<file path="src/rtl/poc_pkg.sv">
// Shared types and constants for the programmable-output-controller system.
package poc_pkg;

    typedef enum logic [1:0] {
        P_IDLE,
        P_POLL,
        P_IRQ_WAIT
    } proc_state_e;

    typedef enum logic [1:0] {
        C_IDLE,
        C_SEND,
        C_WAIT
    } poc_state_e;

    localparam int          SR_READY = 7;
    localparam int          SR_IE    = 0;
    localparam logic [7:0]  SR_RESET = 8'h80;

endpackage

</file>
<file path="src/rtl/poc_printer.sv">
// Printer model: accepts a byte on TR while ready, then stays busy for PRINT_CYCLES clocks.
// RDY drops on the accepting edge and rises one edge after the counter has drained.
module poc_printer #(
    parameter int PRINT_CYCLES = 4
) (
    input  logic       clk_i,
    input  logic       rst_ni,
    input  logic       tr_i,
    input  logic [7:0] pd_i,
    output logic       rdy_o,
    output logic [7:0] data_o
);

    localparam int CW = $clog2(PRINT_CYCLES + 1);

    logic          rdy_q;
    logic [CW-1:0] cnt_q;
    logic [7:0]    data_q;

    always_ff @(posedge clk_i or negedge rst_ni) begin
        if (!rst_ni) begin
            rdy_q  <= 1'b1;
            cnt_q  <= '0;
            data_q <= 8'h00;
        end else if (!rdy_q) begin
            if (cnt_q == '0) begin
                rdy_q <= 1'b1;
            end else begin
                cnt_q <= cnt_q - 1'b1;
            end
        end else if (tr_i) begin
            data_q <= pd_i;
            rdy_q  <= 1'b0;
            cnt_q  <= CW'(PRINT_CYCLES);
        end
    end

    assign rdy_o  = rdy_q;
    assign data_o = data_q;

endmodule

</file>
<file path="src/rtl/poc_system.sv">
// POC system top: processor model hands a byte to the POC via SR/BR, POC drives the printer.
// Optional debug outputs (irq, poc_ready, busy) are enabled with POC_DEBUG_PORTS_EN.
module poc_system
    import poc_pkg::*;
#(
    parameter int PRINT_CYCLES = 4
) (
    input  logic       CLK,
    input  logic       RSTn,
    input  logic       func,
    input  logic [7:0] data_input,
    input  logic       Switch,
`ifdef POC_DEBUG_PORTS_EN
    output logic       irq_o,
    output logic       poc_ready_o,
    output logic       busy_o,
`endif
    output logic [7:0] data
);

    logic        func_q;
    proc_state_e proc_q;
    poc_state_e  poc_q;
    logic [7:0]  pend_q;
    logic        mode_q;
    logic [7:0]  br_q;
    logic [7:0]  sr_q;
    logic [7:0]  sr_d;
    logic [7:0]  pd_q;
    logic        tr_q;
    logic        rdy;

    logic req;
    logic irq;
    logic take_job;
    logic arm_ie;
    logic set_ready;

    assign req       = func & ~func_q;
    assign irq       = sr_q[SR_READY] & sr_q[SR_IE];
    // Interrupt enable is armed one edge after acceptance; the ISR runs on the following edge.
    assign arm_ie    = (proc_q == P_IRQ_WAIT) && mode_q && !sr_q[SR_IE];
    assign take_job  = ((proc_q == P_POLL) && sr_q[SR_READY]) ||
                       ((proc_q == P_IRQ_WAIT) && irq);
    assign set_ready = (poc_q == C_WAIT) && rdy;

    always_comb begin
        sr_d = sr_q;
        if (arm_ie) begin
            sr_d[SR_IE] = 1'b1;
        end
        if (take_job) begin
            sr_d[SR_READY] = 1'b0;
            sr_d[SR_IE]    = 1'b0;
        end
        if (set_ready) begin
            sr_d[SR_READY] = 1'b1;
        end
    end

    always_ff @(posedge CLK or negedge RSTn) begin
        if (!RSTn) begin
            func_q <= 1'b0;
            proc_q <= P_IDLE;
            poc_q  <= C_IDLE;
            pend_q <= 8'h00;
            mode_q <= 1'b0;
            br_q   <= 8'h00;
            sr_q   <= SR_RESET;
            pd_q   <= 8'h00;
            tr_q   <= 1'b0;
        end else begin
            func_q <= func;
            sr_q   <= sr_d;

            case (proc_q)
                P_IDLE: begin
                    if (req) begin
                        pend_q <= data_input;
                        mode_q <= Switch;
                        proc_q <= Switch ? P_IRQ_WAIT : P_POLL;
                    end
                end
                P_POLL, P_IRQ_WAIT: begin
                    if (take_job) begin
                        br_q   <= pend_q;
                        proc_q <= P_IDLE;
                    end
                end
                default: proc_q <= P_IDLE;
            endcase

            case (poc_q)
                C_IDLE: begin
                    if (!sr_q[SR_READY] && rdy) begin
                        pd_q  <= br_q;
                        tr_q  <= 1'b1;
                        poc_q <= C_SEND;
                    end
                end
                C_SEND: begin
                    tr_q <= 1'b0;
                    if (!rdy) begin
                        poc_q <= C_WAIT;
                    end
                end
                C_WAIT: begin
                    if (rdy) begin
                        poc_q <= C_IDLE;
                    end
                end
                default: poc_q <= C_IDLE;
            endcase
        end
    end

    poc_printer #(
        .PRINT_CYCLES(PRINT_CYCLES)
    ) u_printer (
        .clk_i  (CLK),
        .rst_ni (RSTn),
        .tr_i   (tr_q),
        .pd_i   (pd_q),
        .rdy_o  (rdy),
        .data_o (data)
    );

`ifdef POC_DEBUG_PORTS_EN
    assign irq_o       = irq;
    assign poc_ready_o = sr_q[SR_READY];
    assign busy_o      = (proc_q != P_IDLE) || (poc_q != C_IDLE) || !rdy;
`endif

endmodule

</file>
<file path="config.mk">
export PLATFORM = sky130hd
export DESIGN_NAME = poc_system
export DESIGN_NICKNAME = d
export VERILOG_FILES = /design/src/rtl/poc_pkg.sv /design/src/rtl/poc_printer.sv /design/src/rtl/poc_system.sv
export SDC_FILE = /design/constraint.sdc
export NUM_CORES = 1
export LEC_CHECK = 0
export CAP_MARGIN = 20
export CORE_UTILIZATION = 58
export CTS_BUF_LIST = sky130_fd_sc_hd__clkbuf_4
export DETAILED_ROUTE_END_ITERATION = 10
export PLACE_DENSITY = 0.83
export SLEW_MARGIN = 5
export SYNTH_ARGS = -nofsm -noshare
export SYNTH_HDL_FRONTEND = slang
export SYNTH_HIERARCHICAL = 1
export SYNTH_SLANG_ARGS = --single-unit
</file>
<file path="constraint.sdc">
create_clock -name CLK -period 1.7 [get_ports CLK]
set_input_delay 0.34 -clock CLK [delete_from_list [all_inputs] [get_ports CLK]]
set_output_delay 0.34 -clock CLK [all_outputs]
set_load 0.02 [all_outputs]
</file>
==> results.cfg, run 1 <==
[outcome]
status = complete, no violations

[place]
gp_congestion = 0.805
dp_slack_ps = 63.2
dp_cells = 192
io_buffers = 19
dp_hpwl_mm = 2.13

[detailed_routing]
drtIter0Drc = 31
routed_wl_mm = 3.04
route.met2.wl_mm = 1.65
top_layer = met4
drc = 0
vias = 1087
viasPerCell = 5.44
drt-met1-wl_mm = 1.27
postRouteAntennaNets = 0
met3_length_um = 81
wl_per_cell_um = 15.2
firstDrtPassIters = 3

[cts]
path_clk_slew_ps = 120
cts-root-buf = clkbuf_4
clk_latency_ps = 340
clock_sinks = 45
postCtsSetupRepairBufs = 0
cts_tree = yes
numCtsBuffers = 5
clock_path_buffers = 2
htreeDepth = 2

[yosys]
ys_seq_area_share_pct = 60.3
syn_nets = 145
yosysMostFrequentCell = dfrtp_1
synth.distinct_cells = 29
synth_largest_area_cell = dfrtp_1
synth_seq_cells = 45
synth-async-reset-ratio_pct = 100
post_synth_most_frequent_cells = dfrtp_1 (43), mux2_2 (32), inv_1 (8)
ys_top_cells_by_area = dfrtp_1 (57%), mux2_2 (19%), ha_1 (3.3%)
synth_edf_count = 0
syn_area_um2 = 1870
synth-main-ff-cell = dfrtp_1
synthCells = 128
synth_top_area_share_pct = 57.5
yosysWarnings = 6
avgSynthCellArea_um2 = 14.6

[critical_path]
critPathKind = register to primary output
worstPathMaxFanout = 2
critPathArrivalTime_ps = 1290
r2r_slack_ps = 90
startpoint = u_printer/data_o[7]
reg2reg_to = br_q[2]
slowest_stage = clkdlybuf4s50_1
cp-start-kind = register
cp_num_buf_inv = 1
cp.required_ps = 1360
path_delay_family = buffers and inverters
cp_cell_sequence = clkdlybuf4s50_1
crit_end = data[7]
max_stage_delay_ps = 600
r2r_start = proc_q[0]
crit_path_end_kind = primary output
crit_cells = 1
reg2regPathDepth = 5

[min_path]
hp-class = primary input to asynchronous set/reset pin

[global_routing]
grt_max_degree = 46
grt_usage_pct = 21.2
grt_pass1_wl_mm = 5.36
antenna_found_initial = 0
grt_pass1_vias = 1192
grt_overflow = 0

[pwr]
p_total_uw = 3800
p_leak_uw = 0.00105
powerDensity_nw_per_um2 = 1730
worst_ir_drop_vdd_uv = 937

[timing]
finalClockSkew_ps = 16.1
slew_violations = 0
fmax_mhz = 612
rsz0062_at_grt = false
setup_tns_ps = 0
holdWs_ps = 63.8
tightest_slew_ps = 550
setup_viol = 0
min_period_over_period_pct = 96.1
hold_viol = 0
period_needed_ps = 1630
fin_ws_ps = 66.4
slew_headroom_pct = 63.3

[final_layout]
num-nets-final = 172
antenna_cells = 0
drive_above_1_share_pct = 35.3
instances_no_fill = 200
area_growth_syn_to_layout_pct = 17.2

[floorplan]
start_util_pct = 61.3
fp.dieArea_um2 = 3460
dieWidth_um = 58.8
die_height_um = 58.8
core.rowCount = 20
core-area_um2 = 3050
io_pins = 20

[flow_run]
maxCapViolCount = 0
registers in the layout (all words and copies together), names as in the netlist:
signal / flops
u_printer/rdy_o: 1
proc_q: 2
pend_q: 8
u_printer/cnt_q: 3
tr_q: 1
br_q: 8
pd_q: 8
sr_q: 2
func_q: 1
mode_q: 1
poc_q: 2
u_printer/data_o: 8
metal layers:
layer | vias to the layer above | global-route usage (%)
met2 | 16 | 36.4
met5 | - | 0
met1 | 559 | 25.8
li1 | 505 | -
met3 | 7 | 4.84
met4 | 0 | 8.84
layout make-up:
cell class | instances | area [um2]
well taps | 44 | 55.1
fillers | 222 | 860
repair buffers | 23 | 223
inverters | 8 | 30.0
clock buffers | 8 | 60.1
flip-flops and latches | 45 | 1130
multi-input cells | 72 | 697
where the power goes:
part	internal (uW)	total, uW	switching, uW
logic	785	1420	640
registers	1560	1860	304
clock network	213	516	303
stage by stage:
step	cell area (um2)	util (%)
floorplan	1870	-
global placement	2120	69.4
detailed placement	2120	69.4
CTS	2180	71.4
global route	2190	71.8
finish	2190	71.8
how the worst min path moves through the flow:
stage	depth (start not counted)	from	end
6_report	2	RSTn	poc_q[1]
5_1_grt	2	RSTn	sr_q[0]
4_1_cts	2	RSTn	u_printer/data_o[1]
3_5_place_dp	2	RSTn	u_printer/data_o[1]
3_3_place_gp	2	RSTn	pd_q[1]
2_1_floorplan	0	RSTn	br_q[0]
layout by cell type, fill, tap and decap left out, types with 2 or more instances in the layout:
cell             instances
dfrtp_1                 43
mux2_2                  32
clkdlybuf4s50_1         15
inv_1                    8
clkbuf_4                 8
a21oi_1                  5
ha_1                     5
buf_4                    4
o211ai_1                 3
dlymetal6s2s_1           3
a21o_1                   2
nand2b_4                 2
nand2b_1                 2
nand3_1                  2
nand2_1                  2
o21ai_0                  2
dfstp_2                  2
nor2_1                   2
a22o_1                   2
repair_timing:
action,CTS,global route
hold buffers,0,0
gates resized for setup,0,4
setup endpoints to repair,0,10
logic make-up after synthesis:
logic type / after synthesis / synth area share (%)
adders and majority gates: 5 / 3.34
buffers and inverters: 11 / 2.87
and+or+nand+nor: 15 / 6.35
DFF: 45 / 60.3
muxes: 33 / 20.0
AOI/OAI and AO/OA: 19 / 7.15
Note: power is estimated with default switching activity, not from simulation.
==> run 2: changes to the inputs <==
--- a/config.mk
+++ b/config.mk
@@ -9,6 +9,7 @@
 export CORE_UTILIZATION = 58
 export CTS_BUF_LIST = sky130_fd_sc_hd__clkbuf_4
 export DETAILED_ROUTE_END_ITERATION = 10
+export MAX_ROUTING_LAYER = met4
 export PLACE_DENSITY = 0.83
 export SLEW_MARGIN = 5
 export SYNTH_ARGS = -nofsm -noshare
==> results.cfg, run 2 (synthesis gave the netlist of run 1 again) <==
[timing]
hold_viol = 0
setup_tns_ps = 0
rsz0062_at_grt = false
slew_headroom_pct = 63.4
slew_violations = 0
min_period_over_period_pct = 96.2
period_needed_ps = 1640
fmax_mhz = 612
finalClockSkew_ps = 15.4
holdWs_ps = 56.8
setup_viol = 0
tightest_slew_ps = 549
fin_ws_ps = 64.7

[critical_path]
critPathArrivalTime_ps = 1300
cp-start-kind = register
crit_path_end_kind = primary output
max_stage_delay_ps = 600
cp.required_ps = 1360
cp_cell_sequence = clkdlybuf4s50_1
cp_num_buf_inv = 1
path_delay_family = buffers and inverters
critPathKind = register to primary output
slowest_stage = clkdlybuf4s50_1
worstPathMaxFanout = 2

[detailed_routing]
drc = 0
routed_wl_mm = 3.04
postRouteAntennaNets = 0
drtIter0Drc = 23
firstDrtPassIters = 3
viasPerCell = 5.43
wl_per_cell_um = 15.2
vias = 1086

[global_routing]
grt_pass1_wl_mm = 5.38
grt_overflow = 0
grt_pass1_vias = 1192
grt_max_degree = 46
grt_usage_pct = 21.9
grt.busiest_layer = met2
use_met1_pct = 26.1
antenna_found_initial = 0
met3_usage_pct = 4.84
use_met2_pct = 36.2

[final_layout]
final_core_util_pct = 71.8
fill_cells = 222
antenna_cells = 0
finalInstanceArea_um2 = 2190
layout_commonest_cell = dfrtp_1
area_growth_syn_to_layout_pct = 17.2
drive_above_1_share_pct = 35.3
num-nets-final = 172
most-common-layout-cells = dfrtp_1 (43), mux2_2 (32), clkdlybuf4s50_1 (15)

[outcome]
status = complete, no violations

[floorplan]
io_pins = 20
core.rowCount = 20
fp.dieArea_um2 = 3460
core-area_um2 = 3050
start_util_pct = 61.3
die_height_um = 58.8
dieWidth_um = 58.8

[pwr]
p_leak_uw = 0.00105
switching_share_pct = 32.9
powerDensity_nw_per_um2 = 1740
worst_ir_drop_vdd_uv = 939
p_clk_share_pct = 13.7
power.share.combinational_pct = 37.4
power_frac_seq_pct = 48.9
p_int_uw = 2560
p_sw_uw = 1250

[cts]
numCtsBuffers = 5
cts_tree = yes
htreeDepth = 2
path_clk_slew_ps = 130
cts-root-buf = clkbuf_4
clock_sinks = 45
clock_path_buffers = 2
clk_latency_ps = 340
postCtsSetupRepairBufs = 0

[place]
place_area_um2 = 2120
dp_slack_ps = 63.2
gp_congestion = 0.816
dp_hpwl_mm = 2.13
io_buffers = 19

[min_path]
hp-class = primary input to asynchronous set/reset pin

[flow_run]
maxCapViolCount = 0
[run 2: timing repair]
action                     CTS  global route
hold buffers                 0             0
setup endpoints to repair    0            10
resized for setup            0             4
[run 2: final timing paths]
check	startpoint	end	slack, ps	cells past startpoint
worst min-delay path	RSTn	u_printer/cnt_q[1]	60	2
worst max register to register	proc_q[0]	br_q[2]	90	5
max in group asynchronous	RSTn	pd_q[2]	1260	2
min in group CLK	func	func_q	510	1
worst min register to register	br_q[7]	pd_q[7]	510	1
worst max-delay path	u_printer/data_o[7]	data[7]	60	1
[run 2: worst reg2reg max path: cells and delay by family, from the launching register on]
kind                     cells  cell delay [ps]
flip-flops                   1              430
multiplexers                 1              350
adder cells (fa/ha/maj)      1              240
AO/OA/AOI/OAI                1              220
AND/OR/NAND/NOR              1              170
buffers and inverters        1               80
[run 2: area by class of cell]
cell class / count / area [um2] / area share, %
Multi-Input combinational cell: 72 / 697 / 31.8
Tap cell: 44 / 55.1 / 2.51
Sequential cell: 45 / 1130 / 51.5
Inverter: 8 / 30.0 / 1.37
Timing Repair Buffer: 23 / 223 / 10.2
Clock buffer: 8 / 60.1 / 2.74
[run 2: stage by stage]
stage | instances | power [uW]
floorplan | 128 | 2840
global route | 200 | 4060
CTS | 200 | 3830
global placement | 192 | 3190
detailed placement | 192 | 3310
finish | 200 | 3810
[run 2: power groups by stage]
stage          logic (uW)  registers (uW)  clock network, uW
6_report             1420            1860                522
3_3_place_gp         1350            1840                  0
4_1_cts              1430            1860                539
2_1_floorplan         955            1890                  0
3_5_place_dp         1430            1880                  0
5_1_grt              1550            1930                582
[run 2: metal layers]
layer / vias to the layer above / part of all wire (%) / wire length, um
met4: 0 / 1.2 / 38
li1: 506 / - / -
met3: 9 / 2.4 / 74
met2: 16 / 54 / 1650
met1: 555 / 42 / 1280
met5: - / 0 / 0
